--- config.mk ---
export PLATFORM = sky130hd
export DESIGN_NAME = alu_serial_seq
export DESIGN_NICKNAME = d
export VERILOG_FILES = /design/src/rtl/alu_serial_seq.sv
export SDC_FILE = /design/constraint.sdc
export NUM_CORES = 1
export LEC_CHECK = 0
export BUFFER_PORTS_ARGS = -buffer_cell sky130_fd_sc_hd__clkbuf_2
export CAP_MARGIN = 10
export CORE_MARGIN = 5
export CORE_UTILIZATION = 40
export DETAILED_ROUTE_END_ITERATION = 8
export GPL_TIMING_DRIVEN = 0
export PLACE_DENSITY = 0.68
export SLEW_MARGIN = 25
export SYNTH_ARGS = -nofsm -noshare
export SYNTH_HDL_FRONTEND = slang
export SYNTH_SLANG_ARGS = --single-unit
export TNS_END_PERCENT = 100
--- constraint.sdc ---
create_clock -name clk -period 3.31 [get_ports clk]
set_clock_uncertainty 0.1 [all_clocks]
set_input_delay 0.8275 -clock clk [delete_from_list [all_inputs] [get_ports clk]]
set_output_delay 0.8275 -clock clk [all_outputs]
set_load 0.02 [all_outputs]
--- src/rtl/alu_serial_seq.sv ---
// Bit-serial sequencer driving a shared 1-bit alu, LSB first, one bit per clock.
// Define ALU_SEQ_B2B_EN to allow back-to-back requests straight out of DONE.
module alu_serial_seq #(
    parameter int WIDTH = 8
) (
    input  logic             clk,
    input  logic             rst_n,
    input  logic             start_valid,
    output logic             start_ready,
    input  logic [1:0]       op,
    input  logic [WIDTH-1:0] opa,
    input  logic [WIDTH-1:0] opb,
    input  logic             abort,
    output logic [1:0]       alu_ctrl,
    output logic             alu_a,
    output logic             alu_b,
    input  logic             alu_y,
    input  logic             alu_zero,
    output logic             res_valid,
    input  logic             res_ready,
    output logic [WIDTH-1:0] result,
    output logic             res_zero,
    output logic             busy
);

    localparam int CW = $clog2(WIDTH);
    localparam logic [CW-1:0] LAST = CW'(WIDTH - 1);

    typedef enum logic [1:0] {
        IDLE,
        RUN,
        DONE
    } state_t;

    state_t            state_q;
    logic [1:0]        op_q;
    logic [WIDTH-1:0]  sh_a_q;
    logic [WIDTH-1:0]  sh_b_q;
    logic [WIDTH-1:0]  res_q;
    logic [CW-1:0]     cnt_q;
    logic              zacc_q;
    logic              rzero_q;
    logic              in_run;
    logic              load;

    assign in_run = (state_q == RUN);

`ifdef ALU_SEQ_B2B_EN
    assign start_ready = (state_q == IDLE)
                       | ((state_q == DONE) & res_ready);
`else
    assign start_ready = (state_q == IDLE);
`endif

    assign load = start_valid & start_ready;

    always_ff @(posedge clk or negedge rst_n) begin
        if (!rst_n) begin
            state_q <= IDLE;
            op_q    <= 2'b00;
            sh_a_q  <= '0;
            sh_b_q  <= '0;
            res_q   <= '0;
            cnt_q   <= '0;
            zacc_q  <= 1'b0;
            rzero_q <= 1'b0;
        end else if (load) begin
            // A DONE-state load also completes the pending result handshake.
            state_q <= RUN;
            op_q    <= op;
            sh_a_q  <= opa;
            sh_b_q  <= opb;
            cnt_q   <= '0;
            zacc_q  <= 1'b1;
        end else begin
            unique case (state_q)
                RUN: begin
                    if (abort) begin
                        state_q <= IDLE;
                    end else begin
                        res_q  <= {alu_y, res_q[WIDTH-1:1]};
                        sh_a_q <= {1'b0, sh_a_q[WIDTH-1:1]};
                        sh_b_q <= {1'b0, sh_b_q[WIDTH-1:1]};
                        zacc_q <= zacc_q & alu_zero;
                        cnt_q  <= cnt_q + 1'b1;
                        if (cnt_q == LAST) begin
                            state_q <= DONE;
                            rzero_q <= zacc_q & alu_zero;
                        end
                    end
                end
                DONE: begin
                    if (res_ready) begin
                        state_q <= IDLE;
                    end
                end
                default: begin
                    state_q <= state_q;
                end
            endcase
        end
    end

    assign busy      = in_run;
    assign res_valid = (state_q == DONE);
    assign result    = res_q;
    assign res_zero  = rzero_q;
    assign alu_ctrl  = in_run ? op_q : 2'b00;
    assign alu_a     = in_run & sh_a_q[0];
    assign alu_b     = in_run & sh_b_q[0];

endmodule
# After elaboration in Yosys (flattened, before gate mapping)
# Index checks and enable logic that the tools add are counted.
dict set report classes {
  reduce_logical 7
  n_eq_ne 6
  n_bitwise 6
  n_addsub 1
  muxes 18
}
# op n
set ops {}
lappend ops {{8-bit two-way mux} 6}
lappend ops {{2-bit two-way mux} 5}
lappend ops {{3-bit two-way mux} 3}
lappend ops {{3-bit AND reduction} 2}
lappend ops {{1-bit AND} 4}
lappend ops {{4-bit by 2-bit != test with 1-bit output, second input constant} 1}
lappend ops {{2-bit case mux with 2 select lines} 1}
lappend ops {{4-bit AND reduction} 1}
lappend ops {{3-bit by 1-bit adder with 3-bit output, second input constant} 1}
lappend ops {{3-bit == test, second input constant} 1}
lappend ops {{1-bit two-way mux} 3}
lappend ops {{3-bit by 1-bit != test with 1-bit output, second input constant} 1}
lappend ops {{3-bit nonzero test} 1}
lappend ops {{2-bit by 1-bit == test with 1-bit output, second input constant} 1}
lappend ops {{2-bit == test, second input constant} 1}
lappend ops {{2-bit logical NOT} 1}
lappend ops {{2-bit by 1-bit != test with 1-bit output, second input constant} 1}
lappend ops {{1-bit inverter} 2}
lappend ops {{2-bit AND reduction} 1}
lappend ops {{2-bit nonzero test} 1}
dict set report totals {
  inputBits 25
  register_bits 33
  elab_cells 46
  output_inout_bits 16
}

# Longest topological paths before layout
# Gate-level depths: netlist of the first run.
dict set report depth {
  depth_word 5
  ltp_mapped 7
  mapped_depth_nobuf 5
}

# Worst setup path before layout of the first run
# Ideal clock, no wire load.
dict set report synth_path {
  path_type {register to output}
  start {register state_q[1]}
  end {output alu_a}
  arrival_time_ps 897
  n_path_buf 0
  path_stages_with_launch 4
  path_slack_ps 1486
  t_required_ps 2382
  cell_sequence {dfrtp_1 inv_1 ha_1 and2_1}
}
dict set report synth_between {
  elab_chain_len 2
}
# element line_no
set synth_rtl {}
lappend synth_rtl {{start, declared} 35} ;# state_t state_q;
lappend synth_rtl {{start signal, assigned} 98} ;# state_q <= state_q;
lappend synth_rtl {{2-bit by 1-bit == test with 1-bit output} 46} ;# assign in_run = (state_q == RUN);
lappend synth_rtl {{1-bit AND} 109} ;# assign alu_a = in_run & sh_a_q[0];
lappend synth_rtl {{end, declared} 15} ;# output logic alu_a,
# Every way passes these cells.

# Worst setup path in the final report of the first run
dict set report layout_path {
  start {register state_q[1]}
  end {output alu_b}
}
dict set report layout_between {
  elab_chain_len 2
}
# element line_no
set layout_rtl {}
lappend layout_rtl {{2-bit by 1-bit == test with 1-bit output} 46}
lappend layout_rtl {{1-bit AND} 110} ;# assign alu_b = in_run & sh_b_q[0];
lappend layout_rtl {{end, declared} 16} ;# output logic alu_b,
# Every way passes these cells.

==> results.yml, run 1 <==
run_status:
  status: "complete, no violations"
critical_path:
  crit_path_start_kind: "flip-flop"
  slowest_stage: "dfrtp_1"
  reg2reg_slack_ps: 1610
  cpPeakStageDelay_ps: 380
  worstPathMaxFanout: 6
  crit_arrival_ps: 1410
  crit_type: "reg -> out"
  worst-path-buf-inv: 2
  path_delay_family: "flip-flops"
  required_ps: 2380
  path_cells: "inv_1 > ha_1 > and2_1 > clkbuf_2"
  crit_path_end_kind: "primary output"
cts:
  clockBufferDepth: 2
  cts_buffers: 5
  cts_hold_buffers: 0
  cts_tree: "yes"
  cts-root-buf: "clkbuf_8"
  clk_transition_reported_paths_ps: 60
  h-tree-depth: 2
  post_cts_buffers: 0
  cts_sinks: 33
  post_cts_resized: 0
  clock_latency_ps: 280
floorplanning:
  pin_count: 41
  initial_utilization_pct: 41.4
  die_w_um: 71.8
  die_area_mm2: 0.00516
  die_height_um: 71.8
  core_area_mm2: 0.00369
  rows: 22
synth:
  async_reset_ff_share_pct: 100
  synth_seq_cells: 33
  synth_top_area_share_pct: 54.1
  synth.largest_area_cell: "dfrtp_1"
  ys_warn_count: 0
  syn_area_mm2: 0.00153
  synth_flop_cell: "dfrtp_1"
  synth-seq-area-share_pct: 54.1
  synth_edf_count: 0
  synthesis.nets: 184
  synthCells: 153
  syn_area_per_cell_um2: 9.99
  ys_types: 27
  synth_area_leaders: "dfrtp_1 (54%), nand2_1 (9.8%), mux2_2 (5.9%)"
power_and_ir_drop:
  p_clk_share_pct: 16.6
  p_comb_share_pct: 43.0
  switching_share_pct: 38.5
  intPower_w: 0.00106
  switchingPower_w: 0.000663
  power_density_mw_per_mm2: 921
  ir_worst_vdd_mv: 0.539
  p_leak_nw: 0.958
  seqPwrFrac_pct: 40.4
drt:
  drt-total-wl_mm: 3.13
  drc_errors: 0
  post_drt_wl_per_cell_um: 12.6
  dr.pass1.iters: 4
  via_per_inst: 4.80
  route.vias.total: 1196
  ant_nets: 0
  drtIter0Drc: 68
timing:
  period_minus_slack_ps: 2340
  final.setup.tns_ps: 0
  fin_crit_sh_pct: 70.7
  drv_slew: 0
  relSlewSlack_pct: 47.1
  fmax_ghz: 0.428
  rsz0062_at_grt: "no"
  final-hold-violation-count: 0
  setup_violations: 0
  tightest_slew_ps: 794
hold_path:
  hold_path.class: "reg -> reg"
cells_and_area:
  fin_area_mm2: 0.00187
  fin_nets: 231
  drive_gt1_share_pct: 30.8
  fillers: 373
  antenna_cells: 0
  multiInputGateArea_um2: 632
  synthToLayoutAreaGrowth_pct: 22.3
  regArea_um2: 826
job:
  maxCapViolations: 0
placement:
  place_congestion: 0.705
  placed_area_mm2: 0.00179
  dp_hpwl_mm: 2.26
  io_buffers: 40
global_routing:
  grt_pass1_wl_mm: 5.41
  grt_max_degree: 34
  antenna_found_initial: 0
  first_global_vias: 1210
  overflow: 0
  track_usage_pct: 13.4
## metal layers
| layer | routed length, um | track usage [%] | vias up | share of wire, % |
|---|---|---|---|---|
| met3 | 205 | 4.07 | 3 | 6.5 |
| met1 | 1490 | 16.9 | 560 | 48 |
| met2 | 1400 | 21.4 | 30 | 45 |
| met5 | 0 | 0 | - | 0 |
| met4 | 32 | 5.01 | 0 | 1.0 |
| li1 | - | - | 603 | - |
## cell usage after synthesis, types with 2 or more instances
| cell type | n |
|---|---|
| buf_1 | 2 |
| a22o_1 | 2 |
| ha_1 | 6 |
| nand2_1 | 40 |
| nor2_1 | 17 |
| buf_6 | 2 |
| buf_4 | 2 |
| buf_2 | 2 |
| nand2b_1 | 2 |
| and2_1 | 5 |
| a31oi_1 | 14 |
| mux2_2 | 8 |
| dfrtp_1 | 33 |
| a21oi_1 | 2 |
| inv_1 | 4 |
## worst min-delay path, cell delays in order, from the launching register on
cell     delay, ps
dfrtp_1        340
nand2_1         50
nand2_1         60
## worst paths after layout
| path | startpoint | to | depth (start not counted) |
|---|---|---|---|
| worst max-delay path | state_q[1] | alu_b | 4 |
| worst min-delay path | op_q[1] | op_q[1] | 2 |
| worst max register to register | state_q[1] | state_q[1] | 5 |
| worst min register to register | op_q[1] | op_q[1] | 2 |
| max in group asynchronous | rst_n | result[0] | 1 |
| min in group asynchronous | rst_n | sh_a_q[1] | 1 |
## kinds of logic after synthesis
group	count (synthesis)	synth area share, %
buffers and inverters	12	4.59
flip-flops	33	54.1
AO/OA/AOI/OAI	21	8.93
multiplexers	10	7.29
adder cells (fa/ha/maj)	6	4.91
AND/OR/NAND/NOR	70	19.7
XOR/XNOR	1	0.573
## flip-flops by register name, indices dropped and copies added (netlist names)
register,count
result,8
sh_b_q,8
sh_a_q,8
cnt_q,3
zacc_q,1
op_q,2
state_q,2
res_zero,1
## power groups by stage
stage,sequential [W],clock (W),combinational (W)
2_1_floorplan,0.000735,0,0.000501
3_3_place_gp,0.000699,0,0.000739
3_5_place_dp,0.000700,0,0.000750
4_1_cts,0.000696,0.000294,0.000755
5_1_grt,0.000720,0.000312,0.000833
6_report,0.000695,0.000285,0.000739
## final cells by class
type / count / area share (%)
tap: 48 / 3.22
sequential: 33 / 44.2
timing repair buffer: 40 / 10.7
buffer: 8 / 2.95
inverter: 4 / 0.804
multi-input combinational: 108 / 33.8
clock buffer: 8 / 4.29
## cells in the final DEF, fill, tap and decap left out, types with 2 or more instances in the layout
master    synthesis  final
a21oi_1           2      2
a22o_1            2      2
a31oi_1          14     14
and2_1            5      5
buf_1             2      2
buf_2             2      2
buf_4             2      2
buf_6             2      2
clkbuf_1          0      3
clkbuf_2          0     40
clkbuf_8          0      5
dfrtp_1          33     33
ha_1              6      6
inv_1             4      4
mux2_2            8      8
nand2_1          40     40
nand2b_1          2      2
nor2_1           17     17
## stage by stage
| step | std cells | setup slack [ps] | total power (W) | util [%] | hold WS (ps) |
|---|---|---|---|---|---|
| 4_1_cts | 249 | 948 | 0.00174 | 50.6 | 376 |
| 6_report | 249 | 971 | 0.00172 | 50.6 | 373 |
| 5_1_grt | 249 | 838 | 0.00187 | 50.6 | 409 |
| 3_3_place_gp | 241 | 1280 | 0.00144 | 48.5 | 359 |
| 3_5_place_dp | 241 | 1270 | 0.00145 | 48.5 | 360 |
| 2_1_floorplan | 153 | 1490 | 0.00124 | - | 338 |
Note: power is estimated with default switching activity, not from simulation.
==> run 2, diff against run 1 <==
--- a/config.mk
+++ b/config.mk
@@ -5,13 +5,14 @@
 export SDC_FILE = /design/constraint.sdc
 export NUM_CORES = 1
 export LEC_CHECK = 0
+export ABC_AREA = 1
 export BUFFER_PORTS_ARGS = -buffer_cell sky130_fd_sc_hd__clkbuf_2
 export CAP_MARGIN = 10
 export CORE_MARGIN = 5
 export CORE_UTILIZATION = 40
 export DETAILED_ROUTE_END_ITERATION = 8
 export GPL_TIMING_DRIVEN = 0
-export PLACE_DENSITY = 0.68
+export PLACE_DENSITY = 0.71
 export SLEW_MARGIN = 25
 export SYNTH_ARGS = -nofsm -noshare
 export SYNTH_HDL_FRONTEND = slang
==> constraint.sdc (replaced) <==
create_clock -name clk -period 1.9 [get_ports clk]
set_clock_uncertainty 0.1 [all_clocks]
set_input_delay 0.475 -clock clk [delete_from_list [all_inputs] [get_ports clk]]
set_output_delay 0.475 -clock clk [all_outputs]
set_load 0.02 [all_outputs]
==> run 2 against run 1 <==
  * Global-route usage decreased by 0.22 points
  * Die area up 2.7%
  * First-iteration DRC count is 53% lower
  * Clock power increased by 100%
  * Total power increased by 81%
  * Final area rose by 4.4%
  * Synthesized cell count rose by 19%
  * Hold slack got worse by 210 ps
  * Area after synthesis grew 3.2%
  * Final cell count is 12% higher
  * Largest cell class unchanged
  * Highest routed layer unchanged
  * Wire length increased by 1.4%
==> results.yml, run 2 <==
run_status:
  status: "complete, no violations"
synth:
  ys_warn_count: 0
  async_reset_ff_share_pct: 100
  synth.largest_area_cell: "dfrtp_1"
  syn_area_mm2: 0.00158
  synth-seq-area-share_pct: 52.4
  syn_area_per_cell_um2: 8.66
  synth_top_area_share_pct: 52.4
  synth_common_cells: "nand2_1 (78), dfrtp_1 (33), inv_1 (17)"
  synthCells: 182
  synth_area_leaders: "dfrtp_1 (52%), nand2_1 (19%), nand3_1 (5.1%)"
  ys_types: 18
  synthesis.nets: 213
  synth_seq_cells: 33
  synth_edf_count: 0
  synth_flop_cell: "dfrtp_1"
  synth.most_common_cell: "nand2_1"
global_routing:
  antenna_found_initial: 0
  overflow: 0
  track_usage_pct: 13.1
  first_global_vias: 1260
  grt_pass1_wl_mm: 5.40
  grt_max_degree: 34
power_and_ir_drop:
  switchingPower_w: 0.00128
  ir_worst_vdd_mv: 0.635
  switching_share_pct: 40.9
  seqPwrFrac_pct: 38.6
  p_clk_share_pct: 18.6
  intPower_w: 0.00184
  p_comb_share_pct: 42.9
  p_leak_nw: 1.11
  power_density_mw_per_mm2: 1600
floorplanning:
  pin_count: 41
  die_area_mm2: 0.00530
  rows: 22
  core_area_mm2: 0.00374
  die_w_um: 72.8
  die_height_um: 72.8
  initial_utilization_pct: 42.1
timing:
  final-hold-violation-count: 0
  drv_slew: 0
  final.setup.tns_ps: 0
  fin_crit_sh_pct: 96.5
  tightest_slew_ps: 812
  period_minus_slack_ps: 1830
  rsz0062_at_grt: "no"
  layout_setup_ws_ps: 66.0
  relSlewSlack_pct: 45.9
  fmax_ghz: 0.545
  setup_violations: 0
cells_and_area:
  final_common_cell: "nand2_1"
  layout_common_cells: "nand2_1 (78), clkbuf_2 (40), dfrtp_1 (33)"
  fin_nets: 260
  drive_gt1_share_pct: 30.9
  fillers: 370
  synthToLayoutAreaGrowth_pct: 23.7
  antenna_cells: 0
cts:
  clock_latency_ps: 290
  cts_buffers: 5
  clockBufferDepth: 2
  cts_sinks: 33
  post_cts_buffers: 0
  cts_hold_buffers: 0
  cts_tree: "yes"
  clk_transition_reported_paths_ps: 70
  h-tree-depth: 2
  cts-root-buf: "clkbuf_8"
critical_path:
  crit_path_start_kind: "flip-flop"
  crit_arrival_ps: 1260
  reg2reg_slack_ps: 240
  required_ps: 1320
  crit_type: "reg -> out"
  crit_path_end_kind: "primary output"
  worstPathMaxFanout: 6
drt:
  post_drt_wl_per_cell_um: 11.4
  drc_errors: 0
  drt-total-wl_mm: 3.17
  ant_nets: 0
  drtIter0Drc: 32
  route.vias.total: 1263
  dr.pass1.iters: 5
  via_per_inst: 4.54
hold_path:
  hold_path.class: "in -> async"
placement:
  io_buffers: 40
  pre_cts_slack_ps: 163
  dp_hpwl_mm: 2.39
  place_congestion: 0.717
job:
  maxCapViolations: 0
==> run 2: cell count changes in the layout (fill, tap and decap cells not counted), moves of 4 or more <==
cell,change
nor2_1,-11
a31oi_1,-14
nand3_1,+15
o21ai_2,+5
nand2_1,+38
inv_2,+4
inv_1,+12
mux2_2,-8
and2_1,-5
==> run 2: routing by layer <==
| metal | share of wire (%) | wire, um | up-vias | global-route usage [%] |
|---|---|---|---|---|
| li1 | - | - | 660 | - |
| met1 | 44 | 1390 | 563 | 16.6 |
| met2 | 47 | 1510 | 35 | 20.6 |
| met3 | 6.9 | 220 | 5 | 4.13 |
| met4 | 1.6 | 52 | 0 | 5.53 |
| met5 | 0 | 0 | - | 0 |
==> run 2: repair_timing <==
action | in CTS | in global routing
resized for setup | 2 | 1
gates cloned | 0 | 0
setup endpoints to repair | 4 | 4
==> run 2: layout make-up <==
type	instances	area, um^2	share of cell area [%]
flip-flops and latches	33	826	42.3
inverters	20	75.1	3.85
plain buffers	5	50.0	2.57
multi-input cells	124	638	32.7
repair buffers	40	200	10.3
well taps	48	60.1	3.08
clock buffers	7	96.3	4.94
clock inverters	1	5.00	0.257
==> run 2: stage by stage <==
step	total power [W]	hold WS [ps]	cells	util (%)	cell area [um^2]
floorplan	0.00216	79.4	182	-	1580
global placement	0.00248	360	270	49.1	1840
detailed placement	0.00254	369	270	49.1	1840
CTS	0.00315	208	278	52.1	1950
global route	0.00337	249	278	52.1	1950
finish	0.00312	166	278	52.1	1950
==> run 2: final timing paths <==
path,start,to,cells past startpoint
setup / recovery,state_q[1],alu_ctrl[1],5
hold / removal,rst_n,sh_a_q[7],1
setup reg to reg,state_q[0],result[5],8
hold reg to reg,cnt_q[1],cnt_q[1],2
max in group asynchronous,rst_n,result[3],1
min in group clk,opa[7],sh_a_q[7],3
==> run 2: power groups by stage <==
| stage | clock network [W] | logic (W) | registers [W] |
|---|---|---|---|
| after floorplan | 0 | 0.000890 | 0.00127 |
| after global placement | 0 | 0.00129 | 0.00119 |
| after detailed placement | 0 | 0.00133 | 0.00121 |
| after CTS | 0.000591 | 0.00136 | 0.00120 |
| after global routing | 0.000619 | 0.00152 | 0.00124 |
| final | 0.000578 | 0.00134 | 0.00120 |
==> run 2: worst max-delay path, cell delays in order (launching register included) <==
cell and delay (ps):
dfrtp_1 410, inv_2 110, ha_4 180, nand2_1 60
inv_1 50, clkbuf_2 160
==> run 2: kinds of logic after synthesis <==
group,after synthesis,share of synthesized area [%]
and+or+nand+nor,105,28.7
buffers and inverters,25,7.94
DFF,33,52.4
adders and majority gates,6,4.76
AOI/OAI and AO/OA,13,6.19
